File: config.mk
export PLATFORM = sky130hd
export DESIGN_NAME = word_serializer_v3
export DESIGN_NICKNAME = d
export VERILOG_FILES = /design/src/rtl/word_ser_pkg.sv /design/src/rtl/word_serializer_v3_shift.sv /design/src/rtl/word_serializer_v3.sv
export SDC_FILE = /design/constraint.sdc
export NUM_CORES = 1
export LEC_CHECK = 0
export CORE_MARGIN = 4
export CORE_UTILIZATION = 53
export CTS_CLUSTER_DIAMETER = 120
export DETAILED_ROUTE_END_ITERATION = 7
export GPL_ROUTABILITY_DRIVEN = 0
export HOLD_SLACK_MARGIN = 0.08
export PLACE_DENSITY = 0.77
export SLEW_MARGIN = 25
export SYNTH_ARGS = -nofsm -noshare
export SYNTH_HDL_FRONTEND = slang
export SYNTH_HIERARCHICAL = 1
export SYNTH_SLANG_ARGS = --single-unit
File: constraint.sdc
create_clock -name clk -period 2.5 [get_ports clk]
set_clock_uncertainty 0.05 [all_clocks]
set_input_delay 0.75 -clock clk [delete_from_list [all_inputs] [get_ports clk]]
set_output_delay 0.75 -clock clk [all_outputs]
set_load 0.03 [all_outputs]
File: src/rtl/word_ser_pkg.sv
// Shared types and helpers for the word-to-byte serializer.
package word_ser_pkg;

   typedef enum logic [1:0] {
      IDLE,
      EMIT,
      WAIT_ACK
   } state_t;

   // Ceiling log2, usable in parameter expressions.
   function automatic int clog2(input int value);
      int r;
      r = 0;
      while ((1 << r) < value) r = r + 1;
      return r;
   endfunction

   // A zero or oversized byte count means "send the whole word".
   function automatic int clamp_nbytes(input int nbytes, input int nb);
      return (nbytes == 0 || nbytes > nb) ? nb : nbytes;
   endfunction

endpackage

File: src/rtl/word_serializer_v3_shift.sv
// Load/shift register presenting its head byte for both byte orders.
module ser_shift_reg #(
   parameter int WORD_W = 32,
   parameter int BYTE_W = 8
) (
   input  logic              clk,
   input  logic              reset,
   input  logic              load,
   input  logic [WORD_W-1:0] load_data,
   input  logic              shift,
   input  logic              msb_first,
   output logic [BYTE_W-1:0] head_lsb,
   output logic [BYTE_W-1:0] head_msb
);

   logic [WORD_W-1:0] word_q;

   // Load a new word, or move the next byte to the head end, zero-filling behind it.
   always_ff @(posedge clk) begin
      if (reset) begin
         word_q <= '0;
      end else if (load) begin
         word_q <= load_data;
      end else if (shift) begin
         word_q <= msb_first ? (word_q << BYTE_W) : (word_q >> BYTE_W);
      end
   end

   assign head_lsb = word_q[BYTE_W-1:0];
   assign head_msb = word_q[WORD_W-1 -: BYTE_W];

endmodule

File: src/rtl/word_serializer_v3.sv
// Word-to-byte serializer feeding the UART transmitter: one-word holding
// buffer, shifter, and an IDLE/EMIT/WAIT_ACK sequencer paced by tx_done.
module word_serializer_v3
   import word_ser_pkg::*;
#(
   parameter int WORD_W = 32,
   parameter int BYTE_W = 8,
   localparam int NB    = WORD_W / BYTE_W,
   localparam int CNT_W = clog2(NB + 1)
) (
   input  logic              clk,
   input  logic              reset,
   input  logic [WORD_W-1:0] in_data,
   input  logic [CNT_W-1:0]  in_nbytes,
   input  logic              in_msb_first,
   input  logic              in_valid,
   output logic              in_ready,
   output logic [BYTE_W-1:0] byte_out,
   output logic              byte_stb,
   input  logic              tx_done,
   output logic              last_byte,
   output logic              busy
);

   state_t            state;
   state_t            state_nxt;
   logic              hold_valid;
   logic [WORD_W-1:0] hold_data;
   logic [CNT_W-1:0]  hold_nbytes;
   logic              hold_msb;
   logic [CNT_W-1:0]  remaining;
   logic              cur_msb;
   logic [BYTE_W-1:0] byte_q;
   logic              load;
   logic              shift;
   logic              accept;
   logic [BYTE_W-1:0] head_lsb;
   logic [BYTE_W-1:0] head_msb;
   logic [BYTE_W-1:0] head;

   // Buffer space is judged from registered state only, so a word leaving
   // hold cannot be replaced in the same cycle.
   assign in_ready = !hold_valid && !reset;
   assign accept   = in_valid && in_ready;

   // Holding-buffer occupancy.
   always_ff @(posedge clk) begin
      if (reset) begin
         hold_valid <= 1'b0;
      end else if (accept) begin
         hold_valid <= 1'b1;
      end else if (load) begin
         hold_valid <= 1'b0;
      end
   end

   // Holding-buffer payload; byte order and clamped count are frozen here.
   always_ff @(posedge clk) begin
      if (accept) begin
         hold_data   <= in_data;
         hold_nbytes <= CNT_W'(clamp_nbytes(int'(in_nbytes), NB));
         hold_msb    <= in_msb_first;
      end
   end

   // Sequencer state register.
   always_ff @(posedge clk) begin
      if (reset) begin
         state <= IDLE;
      end else begin
         state <= state_nxt;
      end
   end

   // Next state plus shifter load/shift controls.
   always_comb begin
      state_nxt = state;
      load      = 1'b0;
      shift     = 1'b0;
      case (state)
         IDLE: begin
            if (hold_valid) begin
               load      = 1'b1;
               state_nxt = EMIT;
            end
         end
         EMIT: begin
            shift     = 1'b1;
            state_nxt = WAIT_ACK;
         end
         WAIT_ACK: begin
            if (tx_done) begin
               if (remaining != '0) begin
                  state_nxt = EMIT;
               end else if (hold_valid) begin
                  // Back-to-back: next word goes straight into the shifter.
                  load      = 1'b1;
                  state_nxt = EMIT;
               end else begin
                  state_nxt = IDLE;
               end
            end
         end
         default: state_nxt = IDLE;
      endcase
   end

   // Per-word byte count and byte order of the word in flight.
   always_ff @(posedge clk) begin
      if (reset) begin
         remaining <= '0;
         cur_msb   <= 1'b0;
      end else if (load) begin
         remaining <= hold_nbytes;
         cur_msb   <= hold_msb;
      end else if (shift) begin
         remaining <= remaining - CNT_W'(1);
      end
   end

   // Keep the emitted byte on byte_out until the next strobe.
   always_ff @(posedge clk) begin
      if (reset) begin
         byte_q <= '0;
      end else if (shift) begin
         byte_q <= head;
      end
   end

   ser_shift_reg #(
      .WORD_W(WORD_W),
      .BYTE_W(BYTE_W)
   ) u_shift (
      .clk      (clk),
      .reset    (reset),
      .load     (load),
      .load_data(hold_data),
      .shift    (shift),
      .msb_first(cur_msb),
      .head_lsb (head_lsb),
      .head_msb (head_msb)
   );

   assign head      = cur_msb ? head_msb : head_lsb;
   assign byte_stb  = (state == EMIT);
   assign byte_out  = byte_stb ? head : byte_q;
   assign last_byte = byte_stb && (remaining == CNT_W'(1));
   assign busy      = (state != IDLE);

endmodule
; ---- Yosys cells after proc, flatten, opt, wreduce, memory -nomap -nowiden
; Cells that the tools add are included.
[word_totals]
regBits = 83
latch_bits = 0
ramBits = 0
romBits = 0
wordCells = 48
memories = 0
[classes]
n_addsub = 1
n_mul = 0
div = 0
n_lt_le_gt_ge = 1
n_eq_ne = 5
shift = 0
n_mux = 19
n_bitwise = 0
n_reduce_logical = 13
[op_table]
columns = op, count
row1 = 2-to-1 mux 32 bit, 3
row2 = 2-to-1 mux 8 bit, 2
row3 = 2-to-1 mux 1 bit, 8
row4 = 2-to-1 mux 3 bit, 2
row5 = case mux 2 bit (3 select lines), 1
row6 = nonzero test 2 bit, 3
row7 = 2-to-1 mux 2 bit, 2
row8 = "!= test 2 bit, second input constant", 2
row9 = "== test 3 x 1 -> 1 bit, second input constant", 1
row10 = "> comparator 3 bit, second input constant", 1
row11 = logical AND 1 bit, 3
row12 = logical NOT 3 bit, 1
row13 = nonzero test 3 bit, 1
row14 = "subtractor 3 x 1 -> 3 bit, second input constant", 1
row15 = "== test 2 x 1 -> 1 bit, second input constant", 1
row16 = "== test 2 bit, second input constant", 1
row17 = logical NOT 1 bit, 2
row18 = logical NOT 2 bit, 1
row19 = case mux 1 bit (2 select lines), 1
row20 = AND reduction 2 bit, 1
row21 = logical OR 1 bit, 1

; ---- Depth between registers and ports, before layout
[depth]
depth_word = 6
depth_mapped = 9

; ---- Cells and area by module
; The synthesis kept the hierarchy.
[modules_own_cells]
columns = mod, instances, cells_each, area_each_um2, seq_area_each_um2
row1 = word_serializer_v3, 1, 129, 1970.6, 1381.3
row2 = ser_shift_reg, 1, 199, 1911.8, 640.6

; ---- Worst setup path before layout
; Ideal clock, no wire load.
[synth_path]
path_type = in2reg
start = input reset
end = register hold_data[0], enable pin
setup_time_ns = 0.397
arrival_ns = 2.166
required_ns = 2.053
path_slack_ns = -0.113
stages = 2
path_buffers = 0
cell_sequence = nor2_1 -> and2_1
[synth_between]
elab_chain_len = 3
[synth_rtl]
columns = item, line_no
row1 = from (decl), word_serializer_v3.sv:12  ; input logic reset,
row2 = logical NOT 1 bit, word_serializer_v3.sv:43  ; assign in_ready = !hold_valid && !reset;
row3 = logical AND 1 bit, word_serializer_v3.sv:43
row4 = logical AND 1 bit, word_serializer_v3.sv:44  ; assign accept = in_valid && in_ready;
row5 = named net accept, word_serializer_v3.sv:36  ; logic accept;
row6 = to (signal assigned), word_serializer_v3.sv:60  ; hold_data <= in_data;
row7 = to (decl), word_serializer_v3.sv:28  ; logic [WORD_W-1:0] hold_data;
; The timed path passes the listed nets, and every way through them passes these cells.
; A chain may end at the register's enable or synchronous reset.

; ---- Final worst setup path
[layout_path]
start = register cur_msb
end = output byte_out[3]
[layout_between]
elab_chain_len = 2
[layout_rtl]
columns = item, line_no
row1 = from (decl), word_serializer_v3.sv:32  ; logic cur_msb;
row2 = from (signal assigned), word_serializer_v3.sv:115  ; cur_msb <= hold_msb;
row3 = 2-to-1 mux 8 bit, word_serializer_v3.sv:144  ; assign head = cur_msb ? head_msb : head_lsb;
row4 = 2-to-1 mux 8 bit, word_serializer_v3.sv:146  ; assign byte_out = byte_stb ? head : byte_q;
row5 = to (decl), word_serializer_v3.sv:18  ; output logic [BYTE_W-1:0] byte_out,
; Every way passes these cells.

==> flow_summary.toml <==
[floorplan]
dieArea_sq_um = 8760
die_height_microns = 93.6
io_pins = 52
start_util_pct = 55.9
core_area_sq_um = 6940
die_x_microns = 93.6
rows = 30

[setup_path]
critPathMaxStageDelay_ns = 0.45
rrSetupSlack_ns = 0.47
cp_cell_sequence = "buf_4 > mux2i_1 > a21oi_1 > buf_4"
critPathRequiredTime_ns = 1.70
reg2reg_depth = 7
path_class = "reg -> out"
r2r_end = "u_shift/word_q[13]"
r2r-start = "state[0]"
crit_arrival_ns = 1.65
crit_slowest_cell = "dfxtp_4"
path_max_fanout = 14
endpoint_kind = "output port"
worst_path_most_repeated_cell = "buf_4"
worstSetupStartpointType = "flop"

[route]
num_vias = 2581
post_drt_via_cell_ratio = 5.57
drt_pass1_iterations = 4
antenna_left = 0
drc_errors = 0
first_iter_violations = 248
routedWlPerCell_microns = 15.8
drt_wl_total_mm = 7.32

[grt]
gr-total-overflow = 0
antenna_found_initial = 0
grt_start_max_net_pins = 62
grt_pass1_wl_mm = 12.0
groute.usage.overall_pct = 17.7
grt_pass1_vias = 2432

[clock_network]
cts_buffers = 9
cts_tree = "done"
cts_buffer_depth = 2
cts_sinks = 83
clkLatencyLatePin_ns = 0.35
cts.reportedPaths.clkPinSlew_ns = 0.07
cts_root_buf = "clkbuf_8"
htree_levels = 3
hold_buffers = 0

[timing]
period_share_pct = 97.9
rsz0062_at_grt = "no"
relSlewSlack_pct = 60.0
tightest_slew_ns = 0.600
drv_slew = 0
setup_viol = 0
fmaxAchievable_ghz = 0.409
hold_violations = 0
min_period_ns = 2.45
setup_tns_ns = 0

[synthesis]
netlist_area_sq_um = 3880
yosysUniqueCellTypes = 42
synth_nets = 371
yosys_warnings = 6
yosys_most_used_dff = "dfxtp_1"
synth_area_leaders = "edfxtp_1 (28%), dfxtp_1 (24%), mux2i_1 (6.7%)"
synth-seq-cells = 83
synth_top_area_cell = "edfxtp_1"
ys_seq_area_share_pct = 52.1
synth_edf_count = 36
synthCells = 328
avgSynthCellArea_sq_um = 11.8
synth_top_area_share_pct = 27.8
async_flop_share_pct = 0

[place]
hpwlAfterDp_mm = 4.87
port-buffer-count = 51

[hold_path]
worstHoldPathType = "reg -> reg"
min_path_cells = 2
hold_end = "u_shift/word_q[27]"
worstHoldStart = "u_shift/word_q[19]"

[cells_and_area]
area_delta_synth_final_pct = 17.1
diodes = 0
layout-drive-gt1-share_pct = 16.1
fin_util_pct = 65.5
fin_nets = 405

[job]
cap_violations = 0

[pwr]
vdd_drop_max_uv = 439
p_leak_nw = 1.51
power_density_nw_per_um2 = 666

[status]
status = "complete, no violations"
power by group:
part	leakage, nW	total, mW	switching [mW]	internal (mW)
clock network	0.0927	0.916	0.432	0.484
logic	0.698	0.529	0.279	0.250
registers	0.721	1.58	0.0662	1.52
final cells by class:
cell class / instances / area, sq um
Clock buffer: 13 / 149
Timing Repair Buffer: 65 / 642
Tap cell: 96 / 120
Sequential cell: 83 / 2030
Clock inverter: 3 / 37.5
Inverter: 7 / 33.8
Multi-Input combinational cell: 196 / 1540
Fill cell: 550 / 2400
cells in the final DEF, fill, tap and decap left out, drive strengths merged:
| master | n |
|---|---|
| a21oi | 10 |
| nor3 | 1 |
| or4b | 16 |
| or2 | 1 |
| nor3b | 1 |
| mux2i | 26 |
| dlygate4sd2 | 1 |
| nand3b | 12 |
| bufinv | 1 |
| clkinv | 2 |
| ha | 3 |
| a311oi | 16 |
| o211ai | 1 |
| edfxtp | 36 |
| xor2 | 1 |
| and2 | 1 |
| a211oi | 12 |
| inv | 7 |
| dlymetal6s2s | 2 |
| o21bai | 1 |
| nand2 | 19 |
| buf | 24 |
| o221ai | 16 |
| clkdlybuf4s50 | 38 |
| nand2b | 19 |
| nor2b | 18 |
| clkbuf | 13 |
| nor2 | 10 |
| a2111oi | 1 |
| or3b | 1 |
| a21o | 1 |
| dfxtp | 47 |
| nand3 | 8 |
| xnor2 | 1 |
flip-flops by register name, summed over array words and instances, names as in the netlist:
| signal | cells |
|---|---|
| u_shift/word_q | 32 |
| hold_data | 32 |
| remaining | 3 |
| state | 2 |
| cur_msb | 1 |
| byte_q | 8 |
| hold_msb | 1 |
| hold_nbytes | 3 |
| hold_valid | 1 |
worst max-delay path: cells and delay by family (launching register included):
family	cells	cell delay [ns]
buffers and inverters	2	0.37
multiplexers	1	0.36
flip-flops	1	0.45
AO/OA/AOI/OAI	1	0.12
metrics by stage:
step	total power [mW]	instances	worst slack, ns	area, sq um	hold WS [ns]
after floorplan	1.98	328	0.245	3880	0.424
after global placement	2.12	447	0.0738	4340	0.446
after detailed placement	2.14	447	0.0165	4340	0.445
after CTS	3.06	463	0.00146	4530	0.458
after global routing	3.17	463	0.00453	4550	0.475
final	3.03	463	0.0522	4550	0.456
per-layer routing:
metal / vias to the layer above / track usage [%] / wire (microns)
met4: 0 / 6.74 / 69
met1: 1225 / 24.6 / 3350
met5: - / 0 / 0
met3: 7 / 4.75 / 456
met2: 74 / 26.5 / 3440
li1: 1275 / - / -
worst max path at each step:
stage	from	endpoint	slack (ns)
floorplan	reset	hold_data[0]	0.24
global placement	tx_done	u_shift/word_q[18]	0.07
detailed placement	tx_done	u_shift/word_q[5]	0.02
CTS	state[0]	byte_stb	0.001
global route	state[0]	byte_out[7]	0.005
finish	cur_msb	byte_out[3]	0.05
logic make-up (layout without fill, tap and decap cells):
logic type,after synthesis,after routing,synth area share [%]
AO/OA/AOI/OAI,58,58,13.8
multiplexers,26,26,6.70
adder cells (fa/ha/maj),3,3,0.967
flip-flops,83,83,52.1
AND/OR/NAND/NOR,107,107,17.7
XOR/XNOR,2,2,0.451
buffers and inverters,49,88,8.31
cells in the mapped netlist, drive strengths merged, types with 12 or more instances:
master   n
dfxtp   47
edfxtp  36
buf     33
mux2i   26
nand2   19
nand2b  19
nor2b   18
a311oi  16
o221ai  16
or4b    16
a211oi  12
nand3b  12
repair_timing:
action,4_1_cts,5_1_grt
setup buffers,0,0
endpoints found under the hold margin,0,0
gates resized for setup,4,4
endpoints found under the setup margin,10,10
Power figures use the tool's default switching activity.
